<file path="src/rtl/ser_arbiter_if.sv">
// ser_arbiter_if: request-side and serializer-side signals of ser_arbiter.
// The arbiter connects through the slave modport; the environment that
// supplies channel words and the serializer busy flag uses the master modport.
interface ser_arbiter_if #(
    parameter int NUM_CH         = 4,
    parameter int DATA_BUS_WIDTH = 16,
    parameter int DATA_MOD_WIDTH = 4
);
    localparam int GRANT_W = (NUM_CH > 1) ? $clog2(NUM_CH) : 1;

    logic [NUM_CH*DATA_BUS_WIDTH-1:0] req_data_i;
    logic [NUM_CH*DATA_MOD_WIDTH-1:0] req_mod_i;
    logic [NUM_CH-1:0]                req_val_i;
    logic [NUM_CH-1:0]                req_ready_o;
    logic [DATA_BUS_WIDTH-1:0]        ser_data_o;
    logic [DATA_MOD_WIDTH-1:0]        ser_mod_o;
    logic                             ser_val_o;
    logic                             ser_busy_i;
    logic [GRANT_W-1:0]               grant_id_o;
    logic                             busy_o;
    logic                             drop_o;
    logic                             timeout_o;

    modport slave (
        input  req_data_i, req_mod_i, req_val_i, ser_busy_i,
        output req_ready_o, ser_data_o, ser_mod_o, ser_val_o,
               grant_id_o, busy_o, drop_o, timeout_o
    );

    modport master (
        output req_data_i, req_mod_i, req_val_i, ser_busy_i,
        input  req_ready_o, ser_data_o, ser_mod_o, ser_val_o,
               grant_id_o, busy_o, drop_o, timeout_o
    );
endinterface

</file>
<file path="src/rtl/ser_arbiter.sv">
// ser_arbiter: shares one serializer between NUM_CH word sources.
// A winner is picked in IDLE_S (round-robin from the last winner), its word
// and mod are latched and strobed into the serializer, then the arbiter waits
// for the serializer to go busy and finish before arbitrating again.
// Words with mod 1 or 2 are accepted but dropped (drop_o pulse).
// If the serializer never raises busy within BUSY_TIMEOUT cycles in
// WAIT_BUSY_S, timeout_o pulses and the arbiter returns to IDLE_S.
// Optional feature: define SER_ARB_FIXED_PRIO_EN to replace round-robin with
// fixed priority (lowest-index valid channel wins, no rotation pointer).
module ser_arbiter #(
    parameter int NUM_CH         = 4,
    parameter int DATA_BUS_WIDTH = 16,
    parameter int DATA_MOD_WIDTH = 4,
    parameter int BUSY_TIMEOUT   = 4
) (
    input  logic          clk_i,
    input  logic          rst_n_i,
    ser_arbiter_if.slave  bus
);
    localparam int GRANT_W = (NUM_CH > 1) ? $clog2(NUM_CH) : 1;
    localparam int CNT_W   = (BUSY_TIMEOUT > 1) ? $clog2(BUSY_TIMEOUT) : 1;

    typedef enum logic [1:0] {
        IDLE_S      = 2'd0,
        ISSUE_S     = 2'd1,
        WAIT_BUSY_S = 2'd2,
        WAIT_DONE_S = 2'd3
    } state_t;

    // Mods 1 and 2 have no meaning for the serializer and must never reach it.
    function automatic logic is_illegal_mod(input logic [DATA_MOD_WIDTH-1:0] mod);
        return (mod == DATA_MOD_WIDTH'(1)) || (mod == DATA_MOD_WIDTH'(2));
    endfunction

    state_t                    state_r;
    state_t                    state_nxt_s;
`ifndef SER_ARB_FIXED_PRIO_EN
    logic [GRANT_W-1:0]        ptr_r;
`endif
    logic [GRANT_W-1:0]        cand_s;
    logic [GRANT_W-1:0]        win_idx_s;
    logic                      win_found_s;
    logic [DATA_BUS_WIDTH-1:0] win_data_s;
    logic [DATA_MOD_WIDTH-1:0] win_mod_s;
    logic [NUM_CH-1:0]         ready_s;
    logic                      accept_s;
    logic                      load_s;
    logic                      drop_nxt_s;
    logic                      issue_nxt_s;
    logic                      timeout_nxt_s;
    logic [CNT_W-1:0]          cnt_nxt_s;
    logic [CNT_W-1:0]          cnt_r;
    logic [DATA_BUS_WIDTH-1:0] data_r;
    logic [DATA_MOD_WIDTH-1:0] mod_r;
    logic [GRANT_W-1:0]        grant_r;
    logic                      ser_val_r;
    logic                      drop_r;
    logic                      timeout_r;
    logic                      busy_r;

    // Winner search: first valid channel after the last winner (or from ch0 in fixed priority).
    always_comb begin
        win_found_s = 1'b0;
        win_idx_s   = '0;
        cand_s      = '0;
        for (int i = 0; i < NUM_CH; i++) begin
`ifdef SER_ARB_FIXED_PRIO_EN
            cand_s = GRANT_W'(i);
`else
            cand_s = GRANT_W'((int'(ptr_r) + 1 + i) % NUM_CH);
`endif
            if (!win_found_s && bus.req_val_i[cand_s]) begin
                win_found_s = 1'b1;
                win_idx_s   = cand_s;
            end else begin
                win_found_s = win_found_s;
            end
        end
    end

    assign win_data_s = bus.req_data_i[win_idx_s*DATA_BUS_WIDTH +: DATA_BUS_WIDTH];
    assign win_mod_s  = bus.req_mod_i[win_idx_s*DATA_MOD_WIDTH +: DATA_MOD_WIDTH];

    // Next-state and per-cycle control; ready is gated by reset so outputs read 0 while held in reset.
    always_comb begin
        state_nxt_s   = state_r;
        ready_s       = '0;
        accept_s      = 1'b0;
        load_s        = 1'b0;
        drop_nxt_s    = 1'b0;
        issue_nxt_s   = 1'b0;
        timeout_nxt_s = 1'b0;
        cnt_nxt_s     = cnt_r;
        case (state_r)
            IDLE_S: begin
                if (win_found_s && rst_n_i) begin
                    ready_s[win_idx_s] = 1'b1;
                    accept_s           = 1'b1;
                    if (is_illegal_mod(win_mod_s)) begin
                        drop_nxt_s  = 1'b1;
                        state_nxt_s = IDLE_S;
                    end else begin
                        load_s      = 1'b1;
                        issue_nxt_s = 1'b1;
                        state_nxt_s = ISSUE_S;
                    end
                end else begin
                    state_nxt_s = IDLE_S;
                end
            end
            ISSUE_S: begin
                cnt_nxt_s   = '0;
                state_nxt_s = WAIT_BUSY_S;
            end
            WAIT_BUSY_S: begin
                if (bus.ser_busy_i) begin
                    state_nxt_s = WAIT_DONE_S;
                end else if (cnt_r == CNT_W'(BUSY_TIMEOUT - 1)) begin
                    timeout_nxt_s = 1'b1;
                    state_nxt_s   = IDLE_S;
                end else begin
                    cnt_nxt_s = cnt_r + CNT_W'(1);
                end
            end
            WAIT_DONE_S: begin
                if (!bus.ser_busy_i) begin
                    state_nxt_s = IDLE_S;
                end else begin
                    state_nxt_s = WAIT_DONE_S;
                end
            end
            default: begin
                state_nxt_s = IDLE_S;
            end
        endcase
    end

    // State, rotation pointer, latched word and registered output strobes.
    always_ff @(posedge clk_i or negedge rst_n_i) begin
        if (!rst_n_i) begin
            state_r   <= IDLE_S;
`ifndef SER_ARB_FIXED_PRIO_EN
            ptr_r     <= GRANT_W'(NUM_CH - 1);
`endif
            cnt_r     <= '0;
            data_r    <= '0;
            mod_r     <= '0;
            grant_r   <= '0;
            ser_val_r <= 1'b0;
            drop_r    <= 1'b0;
            timeout_r <= 1'b0;
            busy_r    <= 1'b0;
        end else begin
            state_r   <= state_nxt_s;
            cnt_r     <= cnt_nxt_s;
            ser_val_r <= issue_nxt_s;
            drop_r    <= drop_nxt_s;
            timeout_r <= timeout_nxt_s;
            busy_r    <= (state_nxt_s != IDLE_S);
`ifndef SER_ARB_FIXED_PRIO_EN
            if (accept_s) begin
                ptr_r <= win_idx_s;
            end else begin
                ptr_r <= ptr_r;
            end
`endif
            if (load_s) begin
                data_r  <= win_data_s;
                mod_r   <= win_mod_s;
                grant_r <= win_idx_s;
            end else begin
                data_r  <= data_r;
                mod_r   <= mod_r;
                grant_r <= grant_r;
            end
        end
    end

    assign bus.req_ready_o = ready_s;
    assign bus.ser_data_o  = data_r;
    assign bus.ser_mod_o   = mod_r;
    assign bus.ser_val_o   = ser_val_r;
    assign bus.grant_id_o  = grant_r;
    assign bus.busy_o      = busy_r;
    assign bus.drop_o      = drop_r;
    assign bus.timeout_o   = timeout_r;
endmodule

</file>
<file path="src/flat_wrapper.sv">
// flat-port wrapper written by rule: the top's interface ports become plain ports
module ser_arbiter_flat 
#(
    parameter int NUM_CH         = 4,
    parameter int DATA_BUS_WIDTH = 16,
    parameter int DATA_MOD_WIDTH = 4,
    parameter int BUSY_TIMEOUT   = 4
)
  (clk_i, rst_n_i, bus_req_data_i, bus_req_mod_i, bus_req_val_i, bus_ser_busy_i, bus_req_ready_o, bus_ser_data_o, bus_ser_mod_o, bus_ser_val_o, bus_grant_id_o, bus_busy_o, bus_drop_o, bus_timeout_o);
  ser_arbiter_if #(.NUM_CH(NUM_CH), .DATA_BUS_WIDTH(DATA_BUS_WIDTH), .DATA_MOD_WIDTH(DATA_MOD_WIDTH)) bus_i ();
  input  logic clk_i;
  input  logic rst_n_i;
  input wire logic [$bits(bus_i.req_data_i)-1:0] bus_req_data_i;
  input wire logic [$bits(bus_i.req_mod_i)-1:0] bus_req_mod_i;
  input wire logic [$bits(bus_i.req_val_i)-1:0] bus_req_val_i;
  input wire logic [$bits(bus_i.ser_busy_i)-1:0] bus_ser_busy_i;
  output wire logic [$bits(bus_i.req_ready_o)-1:0] bus_req_ready_o;
  output wire logic [$bits(bus_i.ser_data_o)-1:0] bus_ser_data_o;
  output wire logic [$bits(bus_i.ser_mod_o)-1:0] bus_ser_mod_o;
  output wire logic [$bits(bus_i.ser_val_o)-1:0] bus_ser_val_o;
  output wire logic [$bits(bus_i.grant_id_o)-1:0] bus_grant_id_o;
  output wire logic [$bits(bus_i.busy_o)-1:0] bus_busy_o;
  output wire logic [$bits(bus_i.drop_o)-1:0] bus_drop_o;
  output wire logic [$bits(bus_i.timeout_o)-1:0] bus_timeout_o;
  assign bus_i.req_data_i = bus_req_data_i;
  assign bus_i.req_mod_i = bus_req_mod_i;
  assign bus_i.req_val_i = bus_req_val_i;
  assign bus_i.ser_busy_i = bus_ser_busy_i;
  assign bus_req_ready_o = bus_i.req_ready_o;
  assign bus_ser_data_o = bus_i.ser_data_o;
  assign bus_ser_mod_o = bus_i.ser_mod_o;
  assign bus_ser_val_o = bus_i.ser_val_o;
  assign bus_grant_id_o = bus_i.grant_id_o;
  assign bus_busy_o = bus_i.busy_o;
  assign bus_drop_o = bus_i.drop_o;
  assign bus_timeout_o = bus_i.timeout_o;
  ser_arbiter #(.NUM_CH(NUM_CH), .DATA_BUS_WIDTH(DATA_BUS_WIDTH), .DATA_MOD_WIDTH(DATA_MOD_WIDTH), .BUSY_TIMEOUT(BUSY_TIMEOUT)) u_core (.clk_i(clk_i), .rst_n_i(rst_n_i), .bus(bus_i));
endmodule
</file>
<file path="config.mk">
export PLATFORM = sky130hd
export DESIGN_NAME = ser_arbiter_flat
export DESIGN_NICKNAME = d
export VERILOG_FILES = /design/src/rtl/ser_arbiter_if.sv /design/src/rtl/ser_arbiter.sv /design/src/flat_wrapper.sv
export SDC_FILE = /design/constraint.sdc
export NUM_CORES = 1
export LEC_CHECK = 0
export BUFFER_PORTS_ARGS = -buffer_cell sky130_fd_sc_hd__buf_2
export CAP_MARGIN = 10
export CORE_UTILIZATION = 40
export CTS_BUF_LIST = sky130_fd_sc_hd__clkbuf_8
export DETAILED_ROUTE_END_ITERATION = 10
export PLACE_DENSITY_LB_ADDON = 0.1
export RECOVER_POWER = 25
export SYNTH_ARGS = -nofsm -noshare
export SYNTH_HDL_FRONTEND = slang
export SYNTH_SLANG_ARGS = --single-unit
export TNS_END_PERCENT = 20
</file>
<file path="constraint.sdc">
create_clock -name clk_i -period 4.3 [get_ports clk_i]
set_input_delay 0.215 -clock clk_i [delete_from_list [all_inputs] [get_ports clk_i]]
set_output_delay 0.215 -clock clk_i [all_outputs]
set_load 0.01 [all_outputs]
</file>
# --- Word level (Yosys, flattened, before mapping) ---
# Cells that the tools add are included.
classes:
  add_sub_neg: 5
  multipliers: 0
  div_mod_pow: 0
  n_lt_le_gt_ge: 6
  n_eq_ne: 8
  n_shift: 2
  n_mux: 40
  bitwise_logic: 0
  reduce_logical: 13
op_table:
  columns: ["operator", "n"]
  rows:
  - ["indexed part select 64 x 7 -> 16 bit", 1]
  - ["2-to-1 mux 1 bit", 22]
  - ["2-to-1 mux 2 bit", 9]
  - ["indexed part select 16 x 5 -> 4 bit", 1]
  - ["less-than comparator 2 x 3 -> 1 bit, second input constant", 5]
  - ["binary-select mux 1 bit (select 2 bit)", 4]
  - ["2-to-1 mux 4 bit", 2]
  - ["case mux 2 bit (4 select lines)", 1]
  - ["adder 2 x 1 -> 2 bit, second input constant", 3]
  - ["== test 2 bit, second input constant", 3]
  - ["logical AND 1 bit", 5]
  - ["adder 2 bit, second input constant", 2]
  - ["== test 4 x 1 -> 1 bit, second input constant", 1]
  - ["== test 4 x 2 -> 1 bit, second input constant", 1]
  - ["inequality test 2 bit, second input constant", 2]
  - ["case mux 2 bit (2 select lines)", 1]
  - ["nonzero test 2 bit", 2]
  - ["logical NOT 1 bit", 3]
  - ["AND reduction 3 bit", 1]
  - ["demux 1 bit (select 2 bit)", 1]
  - ["== test 2 x 1 -> 1 bit, second input constant", 1]
  - [">= comparator 2 x 1 -> 1 bit, second input constant", 1]
  - ["logical NOT 2 bit", 1]
  - ["logical OR 1 bit", 1]
totals:
  register_bits: 32
  latchBits: 0
  mem_bits_rw: 0
  romBits: 0
  input_bits: 87
  wordCells: 84
  mem_count: 0

# --- Logic depth before layout (Yosys ltp) ---
# Gate-level depths: netlist of run 1.
depth:
  ltp_word: 20
  mapped_depth: 10
  ltp_nobuf: 8

# --- Least setup slack after synthesis of run 1 ---
# Ideal clock, no wire load.
synth_path:
  path_type: "register -> register"
  start: "reg u_core.ptr_r[0]"
  end: "reg u_core.data_r[10], in the netlist u_core.bus.ser_data_o[10]"
  setup_ps: 125
  t_arrival_ps: 2399
  required_time_ps: 4175
  path_slack_ps: 1776
  path_stages_with_launch: 11
  path_buffers: 2
  cell_sequence: "dfstp_2 > nand2b_1 > a21oi_1 > or3_4 > buf_6 > a21oi_2 > a22oi_1 > or2_4 > o21ai_4 > buf_8 > mux2_4"
synth_via:
  elab_chain_len: 19
  elab_cells_between_ends: 35
  cone_classes: "4 x add/sub; 2 x eq/ne; 2 x shift; 19 x mux; 8 x reduce/logical"
synth_rtl:
  columns: ["item", "line_no", "text"]
  rows:
  - ["from (decl)", "ser_arbiter.sv:38", "logic [GRANT_W-1:0] ptr_r;"]
  - ["from (signal assigned)", "ser_arbiter.sv:143", "ptr_r <= GRANT_W'(NUM_CH - 1);"]
  - ["from (signal assigned)", "ser_arbiter.sv:162", "ptr_r <= win_idx_s;"]
  - ["from (signal assigned)", "ser_arbiter.sv:164", "ptr_r <= ptr_r;"]
  - ["adder 2 x 1 -> 2 bit *", "ser_arbiter.sv:70", "cand_s = GRANT_W'((int'(ptr_r) + 1 + i) % NUM_CH);"]
  - ["parallel branches: the longest is 18 deep, another holds adder 2 bit", null, null]
  - ["to (signal assigned)", "ser_arbiter.sv:168", "data_r <= win_data_s;"]
  - ["to (signal assigned)", "ser_arbiter.sv:172", "data_r <= data_r;"]
  - ["to (decl)", "ser_arbiter.sv:53", "logic [DATA_BUS_WIDTH-1:0] data_r;"]
# Mark *: on every way between the ends. The select of a mux whose other input is x is not followed.
# A chain may end at the register's enable or synchronous reset.

# --- Final worst setup path of run 1 ---
layout_path:
  start: "reg u_core.ptr_r[1]"
  end: "reg u_core.grant_r[0], in the netlist u_core.bus.grant_id_o[0]"
layout_via:
  elab_chain_len: 19
  elab_cells_between_ends: 34
  cone_classes: "4 x add/sub; 2 x eq/ne; 1 x shift; 19 x mux; 8 x reduce/logical"
layout_rtl:
  columns: ["item", "line_no", "text"]
  rows:
  - ["adder 2 x 1 -> 2 bit *", "ser_arbiter.sv:70", null]
  - ["parallel branches: the longest is 18 deep, another holds adder 2 bit", null, null]
  - ["to (signal assigned)", "ser_arbiter.sv:170", "grant_r <= win_idx_s;"]
  - ["to (signal assigned)", "ser_arbiter.sv:174", "grant_r <= grant_r;"]
  - ["to (decl)", "ser_arbiter.sv:55", "logic [GRANT_W-1:0] grant_r;"]
# Marked as above.

==> impl_results.md, run 1 <==
- Pwr Density: 633 nW/um2
- Worst path buffer plus inverter count: 1
- DIE AREA: 5570 um2
- Syn-to-layout area delta: 33.9%
- Internal reg-to-reg setup slack: 1080 ps
- Most frequent cells in the layout: 115 x buf_2, 82 x nand2_1, 30 x dfrtp_1
- Slowest CP cell: o221ai_2
- Maxcap violations: 1
- Least-Margin Pin Slew: 1710 ps
- Yosys top cell by area: dfrtp_1
- Register area share after synthesis: 0.380
- Final Wtd Congestion: 0.751
- Dpl cells: 415
- R2R cell count: 8
- Pre-CTS setup slack: 1060 ps
- Post-layout total power: 1.79 mW
- Initial antenna violation count: 0
- Worst hold path class: primary input to register
- Worst EP arrival: 3380 ps
- Worst Setup End Kind: register
- CP required: 4460 ps
- Crit Path Max Fanout: 23
- Critical R2R Capture: u_core.bus.grant_id_o[0]$_DFFE_PN0P_
- Synth Warn #: 0
- DRC: 0
- Die Wd: 74.7 um
- Clk slew on worst S/H paths: 70 ps
- Later-pin clock latency in the skew report: 270 ps
- Syn avg cell area: 8.76 um2
- Gr usage total: 0.199
- First-pass GRT wire length: 8380 um
- Slowest stage delay, CP: 760 ps
- Core Util, Final: 0.554
- Hold Slack: 183 ps
- Slew headroom: -0.139
- Final period util: 0.750
- Post-placement cell area: 2720 um2
- Worst path top cell family by delay: compound AO/OA/AOI/OAI gates
- Die Y: 74.7 um
- Synthesized area: 2110 um2
- Vias in the first global route: 1807
- Nets@finish: 440
- Cell Rows: 26
- RSZ-0062 raised after global routing: false
- Synth top area share: 0.355
- Status: finished with violations
- IO Port Bufs: 116
- Setup TNS: 0 ps
- Kind of critical path: register to register
- Drt via density: 5.10
- CTS tree: yes
- Top cells by area, synth: dfrtp_1 36%, nand2_1 15%, mux2_4 11%, a31oi_1 5.0%, and3_1 4.7%
- CTS buffer count: 5
- Core Area: 5110 um2
- Final cell count without fillers: 423
- Leak Pwr: 1.52 nW
- CTS sink cnt: 32
- Pin count of the biggest net entering global routing: 41
- Post-CTS Setup Bufs: 0
- N_diodes: 0
- CP startpoint: u_core.ptr_r[1]$_DFFE_PN1P_
- H-tree depth: 2
- Initial Utilization: 0.414
- CP Depth: 8
- Seq cells post-synth: 32
- CP Capture Point: u_core.bus.grant_id_o[0]$_DFFE_PN0P_
- Global route total overflow: 0
- Vias: 2156
- Tmin final: 3220 ps
- Post-synth EDFFs: 0
- 1st-iter DRT viols: 142
- I/O pin total: 117
- Final wirelength: 5480 um
- Crit path cell chain: mux2i_1, o221ai_2, a21oi_1, a22oi_2, xnor2_2, o21ai_4, buf_4, mux2_2
- Cell count after synthesis: 241
- Layout cells sized above 1: 0.450
- Max-slew violation count: 35
- Final WS setup: 1080 ps
- DR pass1 iterations: 5
- Most common cell after layout, fill and taps aside: buf_2
- Post-DRT Antenna Nets: 0
- Clk_skew: 6.88 ps
- Post_cts resized: 0
- Distinct cells, synth: 41
- Final instance area: 2830 um2
- Wire per inst: 12.9 um
- Final Hold Fails: 0
- Hold-fix buffers, CTS: 0
- Endpoints failing setup: 0
- Clock root buffer master: clkbuf_8
- CTS max path bufs: 2
- Worst R2R Start: u_core.ptr_r[1]$_DFFE_PN1P_
- Post-DP HPWL: 4070 um
- Top FF cell, synth: dfrtp_1
- Failing checks: max-capacitance violations, max-slew violations
- Async S/R FF share, synth: 1.00
- Post-synth net total: 329
- Maximum vdd drop: 0.000290 V
- Critical Path Source Type: register
- F_max: 310 MHz
-- power breakdown --
part	switching, mW	internal, mW	total [mW]
Sequential	0.101	0.445	0.546
Clock	0.105	0.169	0.274
Combinational	0.502	0.468	0.970
-- Yosys cell counts, drive strengths merged (2+ instances only) --
| library cell | number |
|---|---|
| mux2i | 2 |
| mux2 | 19 |
| buf | 4 |
| nand3 | 2 |
| nor2b | 2 |
| nand2 | 82 |
| o21ai | 7 |
| clkbuf | 11 |
| nand2b | 3 |
| a21oi | 11 |
| or2 | 2 |
| dfstp | 2 |
| dfrtp | 30 |
| and3 | 16 |
| a22oi | 4 |
| a31oi | 17 |
| a22o | 2 |
| nor2 | 7 |
| nor3 | 5 |
-- kinds of logic after synthesis --
kind of cell,count (synthesis),synth area share
mux,21,0.139
xor+xnor,1,0.00770
buf+inv,16,0.0427
fa+ha+maj,1,0.00592
simple gates,122,0.265
flops,32,0.380
compound gates,48,0.159
-- worst register-to-register path: stages, from the launching register on --
cell and delay, ps:
dfstp_2 580, mux2i_1 120, o221ai_2 760, a21oi_1 130, a22oi_2 370, xnor2_2 160
o21ai_4 370, buf_4 290, mux2_2 350
-- flip-flops by register name, indices dropped and copies added, names as in the netlist --
signal / flops
u_core.bus.ser_val_o: 1
u_core.state_r: 2
u_core.bus.ser_data_o: 16
u_core.bus.grant_id_o: 2
u_core.bus.ser_mod_o: 4
u_core.bus.busy_o: 1
u_core.bus.timeout_o: 1
u_core.ptr_r: 2
u_core.cnt_r: 2
u_core.bus.drop_o: 1
-- worst min path at each step --
| stage | from | end | depth (start not counted) |
|---|---|---|---|
| global route | bus_ser_busy_i | u_core.bus.timeout_o$_DFF_PN0_ | 2 |
| CTS | rst_n_i | u_core.cnt_r[1]$_DFFE_PN0P_ | 1 |
| floorplan | rst_n_i | u_core.bus.busy_o$_DFF_PN0_ | 0 |
| global placement | rst_n_i | u_core.cnt_r[1]$_DFFE_PN0P_ | 1 |
| finish | bus_ser_busy_i | u_core.bus.timeout_o$_DFF_PN0_ | 2 |
| detailed placement | rst_n_i | u_core.cnt_r[1]$_DFFE_PN0P_ | 1 |
-- final cells by class --
cell class,instances,area [um2]
repair buffers,119,602
multi-input cells,193,1220
well taps,70,87.6
inverters,1,3.75
fillers,491,2280
flip-flops and latches,32,803
clock inverters,3,38.8
clock buffers,5,68.8
-- per-layer routing --
metal  vias up  routed length, um  GRT usage
met4         0                 40     0.0566
met2        93               2600      0.321
met5         -                  0          0
met1       994               2500      0.277
li1       1067                  -          -
met3         2                342     0.0335
Power figures use the tool's default switching activity.
==> inputs of run 2 (changes only) <==
==> constraint.sdc (replaced) <==
create_clock -name clk_i -period 3.4 [get_ports clk_i]
set_input_delay 0.17 -clock clk_i [delete_from_list [all_inputs] [get_ports clk_i]]
set_output_delay 0.17 -clock clk_i [all_outputs]
set_load 0.01 [all_outputs]
==> run 2 against run 1 <==
The run now ends clean. Design area increased by 0.93%. Cell count increased by 1.2%. Combinational power increased by 28%. Clock skew increased by 2.3 ps. Wire length decreased by 1.4%. Global-route usage decreased by 0.18 points. Die area unchanged.
==> impl_results.md, run 2 (synthesis results as in run 1) <==
- Syn-to-layout area delta: 35.2%
- Fill cells: 478 (-2.6%)
- CP required: 3570 ps (-890 ps)
- N_diodes: 0 (unchanged)
- DIE AREA: 5570 um2 (unchanged)
- RSZ-0062 raised after global routing: false
- Drt via density: 4.98 (-2.4%)
- CTS max path bufs: 2 (unchanged)
- DRC: 0 (unchanged)
- Vias: 2130 (-1.2%)
- Worst hold path class: primary input to register
- F_max: 358 MHz (+16%)
- Clock root buffer master: clkbuf_8
- Post_cts resized: 0 (unchanged)
- Gr usage total: 0.197 (-0.00176)
- Crit path cell chain: nand2b_1, a21oi_1, or3_4, a21oi_1, a22oi_1, or2_4, o21ai_4, buf_4, mux2_4
- CTS tree: yes
- Max-slew violation count: 0 (-100%)
- Maxcap violations: 0 (-1)
- Leak Pwr: 1.53 nW (+1.2%)
- Die Y: 74.7 um (unchanged)
- Slew headroom: 0.480 (+0.619)
- Endpoints failing setup: 0 (unchanged)
- Maximum vdd drop: 0.000317 V (+9.4%)
- Layout cells sized above 1: 0.461 (+0.0105)
- Die Wd: 74.7 um (unchanged)
- CTS sink cnt: 32 (unchanged)
- Tmin final: 2790 ps (-434 ps)
- Pwr Density: 780 nW/um2 (+23%)
- CTS buffer count: 5 (unchanged)
- Final period util: 0.821 (+0.0708)
- Most frequent cells in the layout: 116 x buf_2, 82 x nand2_1, 30 x dfrtp_1
- Top cell by count, worst path: a21oi_1
- Later-pin clock latency in the skew report: 280 ps (about the same)
- Worst EP arrival: 2960 ps (-420 ps)
- Kind of critical path: register to register
- Post-DP HPWL: 4100 um (+0.77%)
- Status: finished clean
- Slowest CP cell: dfstp_2
- Post-DRT Antenna Nets: 0 (unchanged)
- Max reg flops: 16 (unchanged)
- Final wirelength: 5400 um (-1.4%)
- Least-Margin Pin Slew: 767 ps (-941 ps)
- Core Util, Final: 0.559 (+0.00514)
- DR pass1 iterations: 4 (-1)
- Final Hold Fails: 0 (unchanged)
- Final Wtd Congestion: 0.759 (+1.0%)
- I/O pin total: 117 (unchanged)
- Setup TNS: 0 ps (unchanged)
- 1st-iter DRT viols: 79 (-44%)
- Nets@finish: 445 (+1.1%)
- Global route total overflow: 0 (unchanged)
- Initial Utilization: 0.414 (unchanged)
- Pin count of the biggest net entering global routing: 41 (unchanged)
- IO Port Bufs: 116 (unchanged)
- H-tree depth: 2 (unchanged)
- First-pass GRT wire length: 8360 um (-0.17%)
- Initial antenna violation count: 0 (unchanged)
- Crit Path Max Fanout: 40 (+74%)
- Slowest stage delay, CP: 590 ps (-170 ps)
- Critical Path Source Type: register
- Core Area: 5110 um2 (unchanged)
- Vias in the first global route: 1835 (+1.5%)
- Post-layout total power: 2.23 mW (+24%)
- Wire per inst: 12.6 um (-2.6%)
- Cell Rows: 26 (unchanged)
- Clk_skew: 9.22 ps (+2.35 ps)
- Most common cell after layout, fill and taps aside: buf_2
- Worst Setup End Kind: register
- Clk slew on worst S/H paths: 70 ps (about the same)
-- run 2: layer usage --
| layer | global-route usage | up-vias | wire [um] |
|---|---|---|---|
| met5 | 0 | - | 0 |
| met4 | 0.0755 | 0 | 61 |
| met3 | 0.0348 | 5 | 319 |
| met2 | 0.312 | 82 | 2490 |
| met1 | 0.270 | 966 | 2530 |
| li1 | - | 1077 | - |
-- run 2: area by class of cell --
class,count,area (um2),area share
clock buffer,6,82.6,0.0289
multi-input combinational,193,1220,0.429
clock inverter,2,10.0,0.00351
sequential,32,803,0.281
inverter,1,3.75,0.00131
timing repair buffer,124,643,0.225
tap,70,87.6,0.0307
-- run 2: what timing repair did --
action,CTS,global route
buffers inserted,0,0
endpoints found under the hold margin,30,0
hold buffers,1,0
-- run 2: through the flow --
step / setup WS, ps / cells / cell area (um2) / hold WS (ps)
after floorplan: 876 / 241 / 2110 / -126
after global placement: 668 / 419 / 2750 / 224
after detailed placement: 609 / 419 / 2750 / 224
after CTS: 586 / 428 / 2860 / 118
after global routing: 428 / 428 / 2860 / 135
final: 609 / 428 / 2860 / 124
-- run 2: final timing paths --
check | depth (start not counted) | to | slack, ps | start
worst max-delay path | 9 | u_core.bus.ser_data_o[9]$_DFFE_PN0P_ | 610 | u_core.ptr_r[0]$_DFFE_PN1P_
worst min-delay path | 2 | u_core.bus.timeout_o$_DFF_PN0_ | 120 | bus_ser_busy_i
worst max register to register | 9 | u_core.bus.ser_data_o[9]$_DFFE_PN0P_ | 610 | u_core.ptr_r[0]$_DFFE_PN1P_
worst min register to register | 1 | u_core.bus.ser_data_o[0]$_DFFE_PN0P_ | 500 | u_core.bus.ser_data_o[0]$_DFFE_PN0P_
max in group asynchronous | 3 | u_core.ptr_r[0]$_DFFE_PN1P_ | 2630 | rst_n_i
min in group asynchronous | 3 | u_core.cnt_r[1]$_DFFE_PN0P_ | 450 | rst_n_i
-- run 2: critical path, delay by kind of cell, from the launching register on --
| family | cells | cell delay, ps |
|---|---|---|
| AOI/OAI and AO/OA | 4 | 560 |
| and+or+nand+nor | 3 | 910 |
| buffers and inverters | 1 | 270 |
| DFF | 1 | 590 |
| muxes | 1 | 330 |
-- run 2: power by group --
group | internal [mW] | total [mW] | switching, mW | leakage (nW)
Clock | 0.161 | 0.303 | 0.142 | 0.0510
Combinational | 0.610 | 1.24 | 0.630 | 1.10
Sequential | 0.563 | 0.685 | 0.122 | 0.382
